--- src/rtl/seq_divider_if.sv ---
// Start/busy/done handshake bundle for the sequential divider.
// The requester drives the master side and the divider implements the slave side.
interface seq_divider_if #(
    parameter int WIDTH = 64
);
    logic             start;
    logic             is_signed;
    logic [WIDTH-1:0] dividend;
    logic [WIDTH-1:0] divisor;
    logic             busy;
    logic             done;
    logic [WIDTH-1:0] quotient;
    logic [WIDTH-1:0] remainder;
    logic             div_by_zero;

    modport master (
        output start, is_signed, dividend, divisor,
        input  busy, done, quotient, remainder, div_by_zero
    );

    modport slave (
        input  start, is_signed, dividend, divisor,
        output busy, done, quotient, remainder, div_by_zero
    );
endinterface

--- src/rtl/seq_divider.sv ---
// Radix-2 restoring divider: one quotient bit per clock, signed or unsigned per operation.
// Operands are divided as magnitudes; the result signs are applied in a final fix-up cycle.
module seq_divider #(
    parameter int WIDTH = 64
) (
    input  logic         clk,
    input  logic         reset,
    seq_divider_if.slave bus
);
    localparam int CW = $clog2(WIDTH + 1);

    typedef enum logic [1:0] {
        IDLE = 2'd0,
        CALC = 2'd1,
        FIX  = 2'd2
    } state_t;

    state_t           state_r;
    state_t           state_s;
    logic [CW-1:0]    cnt_r;
    logic [WIDTH:0]   rem_r;
    logic [WIDTH-1:0] quo_r;
    logic [WIDTH-1:0] dvs_r;
    logic             neg_q_r;
    logic             neg_r_r;
    logic             dbz_r;
    logic             busy_r;
    logic             done_r;
    logic [WIDTH-1:0] quotient_r;
    logic [WIDTH-1:0] remainder_r;
    logic             div_by_zero_r;

    logic             divisor_zero_s;
    logic [WIDTH:0]   shift_s;
    logic [WIDTH:0]   diff_s;
    logic [WIDTH:0]   next_rem_s;
    logic             q_bit_s;
    logic [WIDTH-1:0] q_fix_s;
    logic [WIDTH-1:0] r_fix_s;

    // Two's complement negation when neg is set; |MIN_INT| comes out as 2^(WIDTH-1) unsigned.
    function automatic logic [WIDTH-1:0] cond_neg(input logic [WIDTH-1:0] v, input logic neg);
        logic [WIDTH-1:0] res;
        if (neg) begin
            res = ~v + {{(WIDTH-1){1'b0}}, 1'b1};
        end else begin
            res = v;
        end
        return res;
    endfunction

    assign divisor_zero_s = (bus.divisor == {WIDTH{1'b0}});

    // State register.
    always_ff @(posedge clk or posedge reset) begin
        if (reset) begin
            state_r <= IDLE;
        end else begin
            state_r <= state_s;
        end
    end

    // Next-state logic; a zero divisor skips the iteration entirely.
    always_comb begin
        state_s = state_r;
        case (state_r)
            IDLE: begin
                if (bus.start) begin
                    if (divisor_zero_s) begin
                        state_s = FIX;
                    end else begin
                        state_s = CALC;
                    end
                end else begin
                    state_s = IDLE;
                end
            end
            CALC: begin
                if (cnt_r == CW'(1)) begin
                    state_s = FIX;
                end else begin
                    state_s = CALC;
                end
            end
            FIX:     state_s = IDLE;
            default: state_s = IDLE;
        endcase
    end

    // One restoring step: quo_r shifts dividend bits out of its MSB and quotient bits into its LSB.
    always_comb begin
        shift_s = {rem_r[WIDTH-1:0], quo_r[WIDTH-1]};
        diff_s  = shift_s - {1'b0, dvs_r};
        if (diff_s[WIDTH]) begin
            next_rem_s = shift_s;
            q_bit_s    = 1'b0;
        end else begin
            next_rem_s = diff_s;
            q_bit_s    = 1'b1;
        end
        q_fix_s = cond_neg(quo_r, neg_q_r);
        r_fix_s = cond_neg(rem_r[WIDTH-1:0], neg_r_r);
    end

    // Operand capture, iteration and registered results.
    always_ff @(posedge clk or posedge reset) begin
        if (reset) begin
            cnt_r         <= {CW{1'b0}};
            rem_r         <= {(WIDTH+1){1'b0}};
            quo_r         <= {WIDTH{1'b0}};
            dvs_r         <= {WIDTH{1'b0}};
            neg_q_r       <= 1'b0;
            neg_r_r       <= 1'b0;
            dbz_r         <= 1'b0;
            busy_r        <= 1'b0;
            done_r        <= 1'b0;
            quotient_r    <= {WIDTH{1'b0}};
            remainder_r   <= {WIDTH{1'b0}};
            div_by_zero_r <= 1'b0;
        end else begin
            done_r <= 1'b0;
            case (state_r)
                IDLE: begin
                    if (bus.start) begin
                        busy_r <= 1'b1;
                        cnt_r  <= CW'(WIDTH);
                        dvs_r  <= cond_neg(bus.divisor, bus.is_signed & bus.divisor[WIDTH-1]);
                        if (divisor_zero_s) begin
                            // Remainder is the raw dividend, so no sign fix-up is wanted.
                            quo_r   <= {WIDTH{1'b0}};
                            rem_r   <= {1'b0, bus.dividend};
                            neg_q_r <= 1'b0;
                            neg_r_r <= 1'b0;
                            dbz_r   <= 1'b1;
                        end else begin
                            quo_r   <= cond_neg(bus.dividend, bus.is_signed & bus.dividend[WIDTH-1]);
                            rem_r   <= {(WIDTH+1){1'b0}};
                            neg_q_r <= bus.is_signed & (bus.dividend[WIDTH-1] ^ bus.divisor[WIDTH-1]);
                            neg_r_r <= bus.is_signed & bus.dividend[WIDTH-1];
                            dbz_r   <= 1'b0;
                        end
                    end
                end
                CALC: begin
                    rem_r <= next_rem_s;
                    quo_r <= {quo_r[WIDTH-2:0], q_bit_s};
                    cnt_r <= cnt_r - CW'(1);
                end
                FIX: begin
                    quotient_r    <= q_fix_s;
                    remainder_r   <= r_fix_s;
                    div_by_zero_r <= dbz_r;
                    done_r        <= 1'b1;
                    busy_r        <= 1'b0;
                end
                default: begin
                    busy_r <= 1'b0;
                end
            endcase
        end
    end

    assign bus.busy        = busy_r;
    assign bus.done        = done_r;
    assign bus.quotient    = quotient_r;
    assign bus.remainder   = remainder_r;
    assign bus.div_by_zero = div_by_zero_r;
endmodule

--- src/flat_wrapper.sv ---
// flat-port wrapper written by rule: the top's interface ports become plain ports
module seq_divider_flat 
#(
    parameter int WIDTH = 64
)
  (clk, reset, bus_start, bus_is_signed, bus_dividend, bus_divisor, bus_busy, bus_done, bus_quotient, bus_remainder, bus_div_by_zero);
  seq_divider_if #(.WIDTH(WIDTH)) bus_i ();
  input  logic clk;
  input  logic reset;
  input wire logic [$bits(bus_i.start)-1:0] bus_start;
  input wire logic [$bits(bus_i.is_signed)-1:0] bus_is_signed;
  input wire logic [$bits(bus_i.dividend)-1:0] bus_dividend;
  input wire logic [$bits(bus_i.divisor)-1:0] bus_divisor;
  output wire logic [$bits(bus_i.busy)-1:0] bus_busy;
  output wire logic [$bits(bus_i.done)-1:0] bus_done;
  output wire logic [$bits(bus_i.quotient)-1:0] bus_quotient;
  output wire logic [$bits(bus_i.remainder)-1:0] bus_remainder;
  output wire logic [$bits(bus_i.div_by_zero)-1:0] bus_div_by_zero;
  assign bus_i.start = bus_start;
  assign bus_i.is_signed = bus_is_signed;
  assign bus_i.dividend = bus_dividend;
  assign bus_i.divisor = bus_divisor;
  assign bus_busy = bus_i.busy;
  assign bus_done = bus_i.done;
  assign bus_quotient = bus_i.quotient;
  assign bus_remainder = bus_i.remainder;
  assign bus_div_by_zero = bus_i.div_by_zero;
  seq_divider #(.WIDTH(WIDTH)) u_core (.clk(clk), .reset(reset), .bus(bus_i));
endmodule
--- config.mk ---
export PLATFORM = sky130hd
export DESIGN_NAME = seq_divider_flat
export DESIGN_NICKNAME = d
export VERILOG_FILES = /design/src/rtl/seq_divider_if.sv /design/src/rtl/seq_divider.sv /design/src/flat_wrapper.sv
export SDC_FILE = /design/constraint.sdc
export NUM_CORES = 1
export LEC_CHECK = 0
export ABC_CLOCK_PERIOD_IN_PS = 10690
export CAP_MARGIN = 20
export CORE_MARGIN = 5
export CORE_UTILIZATION = 35
export DETAILED_ROUTE_END_ITERATION = 7
export GPL_TIMING_DRIVEN = 0
export HOLD_SLACK_MARGIN = 0.08
export PLACE_DENSITY = 0.64
export REMOVE_ABC_BUFFERS = 1
export SLEW_MARGIN = 10
export SYNTH_ARGS = -nofsm -noshare
export SYNTH_HDL_FRONTEND = slang
export SYNTH_SLANG_ARGS = --single-unit
--- constraint.sdc ---
create_clock -name clk -period 10.69 [get_ports clk]
set_input_delay 1.6035 -clock clk [delete_from_list [all_inputs] [get_ports clk]]
set_output_delay 1.6035 -clock clk [all_outputs]
set_load 0.05 [all_outputs]
==> impl_results.md <==
* Post-Syn Instances at 2838
* Nets at 3189
* Share of the synthesized area in the top cell type at 36.3%
* Worst-Skew Late Latency at 560 ps
* Setup CP Type: in -> reg
* Total Routing Usage GR at 20.3%
* Pwr per Cell Area at 384 nW/µm²
* Layout cell share with drive strength beyond 1 at 4.91%
* Async SR Flop Fraction at 100%
* Worst EP required at between 10000 and 15000 ps
* Grt ovf at 0
* Pleak at about 0.011 µW
* Via Count at 20800
* DIE WIDTH at 267 µm
* DR WL/cell at 19.2 µm
* Seq cells post-synth at between 300 and 400
* Final setup violation count at 0
* Detailed Place HPWL at 57.6 mm
* Max-slew violation count at 0
* DR iter-0 viols at between 1500 and 2000
* CTS buffer count at 39
* Wirelength, routed at 74.6 mm
* Die Ht at roughly 270 µm
* CP delay by family, top: simple AND/OR/NAND/NOR gates
* Clock tree buffer depth at 3
* First-pass iteration count of the detailed router at 7
* Root Buffer: clkbuf_16
* Top cells by area, synth: dfrtp_1 36%, o21ai_0 8.0%, xor2_1 7.8%, nand2_1 6.2%, a21oi_1 4.8%
* Fin. Hold Viols at 0
* Synth cell types at 78
* Remaining antenna violation count after routing at 0
* Crit end category: flip-flop
* Vias/cell at 5.36
* RSZ-0062 raised after global routing: no
* Largest net degree at the start of global routing at around 100
* Setup ws final at 5010 ps
* Hold Buf Count CTS at 0
* Rows at 94
* Placed cells at 3807
* CP arrival at 6090 ps
* Cts repair resizes at 0
* Final Skew at 11.0 ps
* Slew at the pin closest to its max-slew limit at 1100 ps
* RePlAce Congestion at about 0.87
* Starting density of the core at 35.2%
* Critical-path cell list: clkdlybuf4s50_1, nor4_1, nand2_1, nor3_1, and4_1, and2_2, nor2_4, nand2_1, a21oi_1, a211oi_1, a21oi_1
* Synth Area per Inst at 8.14 µm²
* Sequential-to-total area share from yosys stat at 36.3%
* Layout area overhead at 22.0%
* H-tree Lvls at 2
* Peak VDD IR at 211 µV
* Fmax at 176 MHz
* Die Area at 71300 µm²
* CP Buf/Inv Count at 1
* Largest stage delay, worst path at slightly below 700 ps
* Setup WS pre-CTS at 4490 ps
* CP max-delay cell: a211oi_1
* Most frequent cells in the layout: 380 x nand2_1, 371 x o21ai_0, 333 x dfrtp_1, 262 x clkdlybuf4s50_1, 221 x a21oi_1
* Initial antenna violation count at 12
* Setup crit start kind: input pin
* Tcrit/Tclk final at between 50% and 60%
* IO Pins at ~260
* Most common cell after layout, fill and taps aside: nand2_1
* CTS Sinks at 335
* Drt drc at 0
* Tmin final at 5680 ps
* IO buf count at 262
* CTS tree: yes
* First-pass GRT wire length at 117 mm
* Synth Flop Type: dfrtp_1
* Vias in the first global route at 20000
* Status: complete, no violations
* Relative slew margins at between 20% and 30%
* Core Area at 65600 µm²
* Layout Cells excl Fill at 3887
* Yosys warnings at 0
* Max_cap viols at 0
* Post-CTS Repair Setup Buffers at 0
* Mapped cell area at approximately 23000 µm²
* Hold Crit Class: reg -> reg
* Critical path peak fanout at 31
* Synth area leader: dfrtp_1
* Post-synth EDFFs at 0
* Clock slew at reported path FFs at around 60 ps
==> metal layers <==
metal	routed length [µm]	GRT usage [%]
met4	2350	6.99
met5	36	0
met3	4440	3.31
met2	34200	32.2
met1	33600	28.3
==> path summary, 6_finish.rpt <==
path / end / cells after the start / start / slack, ps
worst max-delay path: u_core.quo_r[63] / 11 / bus_divisor[2] / 5010
worst min-delay path: u_core.bus.quotient[41] / 2 / u_core.bus.quotient[41] / 470
worst max register to register: u_core.rem_r[33] / 14 / u_core.quo_r[63] / 5280
worst min register to register: u_core.bus.quotient[41] / 2 / u_core.bus.quotient[41] / 470
max in group asynchronous: u_core.bus.remainder[50] / 5 / reset / 7520
min in group asynchronous: u_core.bus.quotient[7] / 2 / reset / 1470
==> tightest hold or removal path: stages, from the launching register on <==
cell	delay, ps
dfrtp_1	340
nand2_1	50
o21ai_0	60
==> state kept, by name, summed over array words and instances, names as in the netlist <==
register / count
u_core.neg_q_r: 1
u_core.state_r: 2
u_core.bus.done: 1
u_core.bus.remainder: 64
u_core.bus.busy: 1
u_core.cnt_r: 7
u_core.dvs_r: 64
u_core.quo_r: 64
u_core.dbz_r: 1
u_core.rem_r: 64
u_core.neg_r_r: 1
u_core.bus.div_by_zero: 1
u_core.bus.quotient: 64
==> where the power goes <==
group          internal [µW]  switching [µW]  total [µW]
registers               1890             712        2610
logic                   2680            4120        6800
clock network            874             560        1430
total                   5450            5390       10800
==> metrics by stage <==
step                TNS (ps)  power, µW  util, %  hold WS [ps]  instance area (µm²)
detailed placement         0       9360     40.8           470                26800
finish                     0      10800     43.0           475                28200
floorplan             -65340       7280        -           439                22400
global placement    -1855660       9200     39.8           460                26100
CTS                        0      10800     42.9           479                28100
global route               0      11700     43.0           496                28200
==> Yosys cell counts (all sizes together) (6+ instances only) <==
cell type and count:
a21o 20, and3 10, nor4 22, nand2b 22
inv 101, a21oi 221, o21bai 15, a211oi 17
mux2i 34, o21a 33, a31oi 21, nor2b 13
xor2 207, xnor2 100, o31ai 68, or4 43
o22ai 8, o21ai 380, o41ai 33, nor2 207
a221oi 39, a22oi 6, o211ai 8, or2 9
or3 38, nor3 65, dfrtp 335, nand4 34
ha 70, buf 15, and2 6, nand2 382
clkbuf 167, nand3 31
==> cells by family after synthesis <==
group	share of synthesized area, %
flip-flops	36.3
multiplexers	1.62
buffers and inverters	4.69
AO/OA/AOI/OAI	23.5
XOR/XNOR	11.7
AND/OR/NAND/NOR	18.3
adder cells (fa/ha/maj)	3.88
==> cell type report <==
cell class                 count  area (µm²)
inverter                     101         387
tap                          864        1080
sequential                   335        8390
timing repair buffer         289        3240
clock inverter                15         203
fill                        6577       37400
clock buffer                  54        1150
antenna                        9        22.5
multi-input combinational   2220       13700
(Power assumes the default switching activity.)
==> RTL change: new RTL, same settings <==
`WIDTH` is set to 64 in 3 places; all go to 32.
--- a/src/rtl/seq_divider_if.sv
+++ b/src/rtl/seq_divider_if.sv
@@ -2,5 +2,5 @@
 // The requester drives the master side and the divider implements the slave side.
 interface seq_divider_if #(
-    parameter int WIDTH = 64
+    parameter int WIDTH = 32
 );
     logic             start;
--- a/src/rtl/seq_divider.sv
+++ b/src/rtl/seq_divider.sv
@@ -2,5 +2,5 @@
 // Operands are divided as magnitudes; the result signs are applied in a final fix-up cycle.
 module seq_divider #(
-    parameter int WIDTH = 64
+    parameter int WIDTH = 32
 ) (
     input  logic         clk,
--- a/src/flat_wrapper.sv
+++ b/src/flat_wrapper.sv
@@ -2,5 +2,5 @@
 module seq_divider_flat 
 #(
-    parameter int WIDTH = 64
+    parameter int WIDTH = 32
 )
   (clk, reset, bus_start, bus_is_signed, bus_dividend, bus_divisor, bus_busy, bus_done, bus_quotient, bus_remainder, bus_div_by_zero);
Ports: changed (resized bus_dividend, bus_divisor, bus_quotient and bus_remainder); port bits go from 263 to 135. The function was not compared with the original's and may differ.
==> RTL change against the original RTL <==
- hold slack better by 0.0024 ns
- die area decreased by 48%
- sequential cell count decreased by 161
- synthesized area decreased by 50%
- design area down 50%
- non-clock buffer count shrank 145
- setup slack improved by 0.85 ns
- final cell count down 50%
- power shrank 52%
- wire length down 58%
- combinational power down 52%
- via count fell by 52%
- first-iteration DRC count fell by 64%
- global-route usage decreased by 3.3 points
==> RTL change: results (changes against the original RTL) <==
* Outcome: complete, no violations
* Largest net degree at the start of global routing at 99 (-2.9%)
* Vias in the first global route at 9,632 (-52%)
* Hold EP: u_core.bus.remainder[13]
* Worst path max stage delay at 0.58 ns (-0.11 ns)
* Critical Path End: u_core.quo_r[0]
* Number of CTS-inserted buffers at 17 (-56%)
* Worst clock skew at 0.00764 ns (-0.00334 ns)
* Placed Cells at 1,889 (-50%)
* Worst Path Max Fanout at 15 (-52%)
* Syn. warnings at 0 (unchanged)
* Worst VDD drop at 0.159 mV (-25%)
* H-tree Lvls at 4 (+2)
* R2R cell count at 11 (-3)
* Setup TNS Final at 0 ns (unchanged)
* Synth cell types at 63 (-19%)
* Capture point of the worst reg-to-reg path: u_core.rem_r[10]
* Psw at 2.57 mW (-52%)
* Avg Vias per Cell at 5.17 (-3.6%)
* Synth top area cells: dfrtp_1 (38%), xor2_1 (7.7%), o21ai_0 (6.7%)
* Worst slew margin at 24.7% (-1.9 points)
* Slowest-stage cell, CP: or4_1
* Port Buffers at 134 (-49%)
* Worst reg2reg startpoint: u_core.rem_r[24]
* Post-DRT Antenna Nets at 0 (unchanged)
* Via count at 9,944 (-52%)
* Mapped Cells at 1,381 (-51%)
* Post-synthesis sequential area ratio at 37.7% (+1.4 points)
* P_clk at 633 uW (-56%)
* Final Cycle Share at 45.2% (-8.0 points)
* Comb group at 3.28 mW (-52%)
* First drt pass iteration count at 8 (+1)
* Nets at 1,573 (-51%)
* Crit. Startpoint: bus_divisor[12]
* Share of layout cells above drive strength 1 at 6.02% (+1.1 points)
* GPL Wtd Cong at 0.854 (-2.0%)
* Top cells by count, synth: nand2_1 (188), dfrtp_1 (174), o21ai_0 (155)
* Internal reg-to-reg setup slack at 6.86 ns (+1.58 ns)
* Hold Path Origin: u_core.bus.remainder[13]
* Post-Route WL at 31.5 mm (-58%)
* DP HPWL at 24.1 mm (-58%)
* P_int at 2.69 mW (-51%)
* Hold/Removal Path Class: reg -> reg
* Post-Place Setup Slack at 5.42 ns (+0.928 ns)
* Worst-path clk slew at 0.07 ns
* Worst hold path stage count at 2 (unchanged)
* Initial antenna violation count at 1 (-11)
* Placed Area at 13,400 sq um (-50%)
* Worst-Skew Late Latency at 0.44 ns (-0.12 ns)
* DR iter-0 viols at 637 (-64%)
* Critical Path AT at 5.15 ns (-0.94 ns)
* Leakage at 5.91 nW (-49%)
* Max Root-Sink Buffers at 2 (-1)
* First-pass GRT wire length at 50.9 mm (-56%)
* Gr usage total at 17.0% (-3.3 points)
* Fin Hold WS at 0.477 ns (+0.00239 ns)
-- RTL change: kinds of logic (layout without fill, tap and decap cells) --
family / count (synthesis) / in the layout / share of synthesized area [%]
AO/OA/AOI/OAI: 397 / 397 / 21.2
XOR/XNOR: 150 / 150 / 11.4
adder cells (fa/ha/maj): 39 / 39 / 4.29
buffers and inverters: 135 / 233 / 4.42
flip-flops: 174 / 174 / 37.7
multiplexers: 29 / 29 / 2.71
other: 0 / 4 / 0
AND/OR/NAND/NOR: 457 / 457 / 18.4
-- RTL change: area by class of cell --
type / instances / area (sq um)
tap: 442 / 553
inverter: 57 / 221
fill: 3278 / 18500
clock inverter: 14 / 150
timing repair buffer: 144 / 1550
multi-input combinational: 1072 / 6750
antenna: 4 / 10.0
clock buffer: 18 / 439
sequential: 174 / 4350
-- RTL change: routing by layer --
layer	vias up	GRT usage (%)	share of wire, %
met4	0	4.94	2.0
met2	202	27.5	46
met5	-	0	0
li1	5073	-	-
met1	4635	23.4	48
met3	34	3.11	4.5
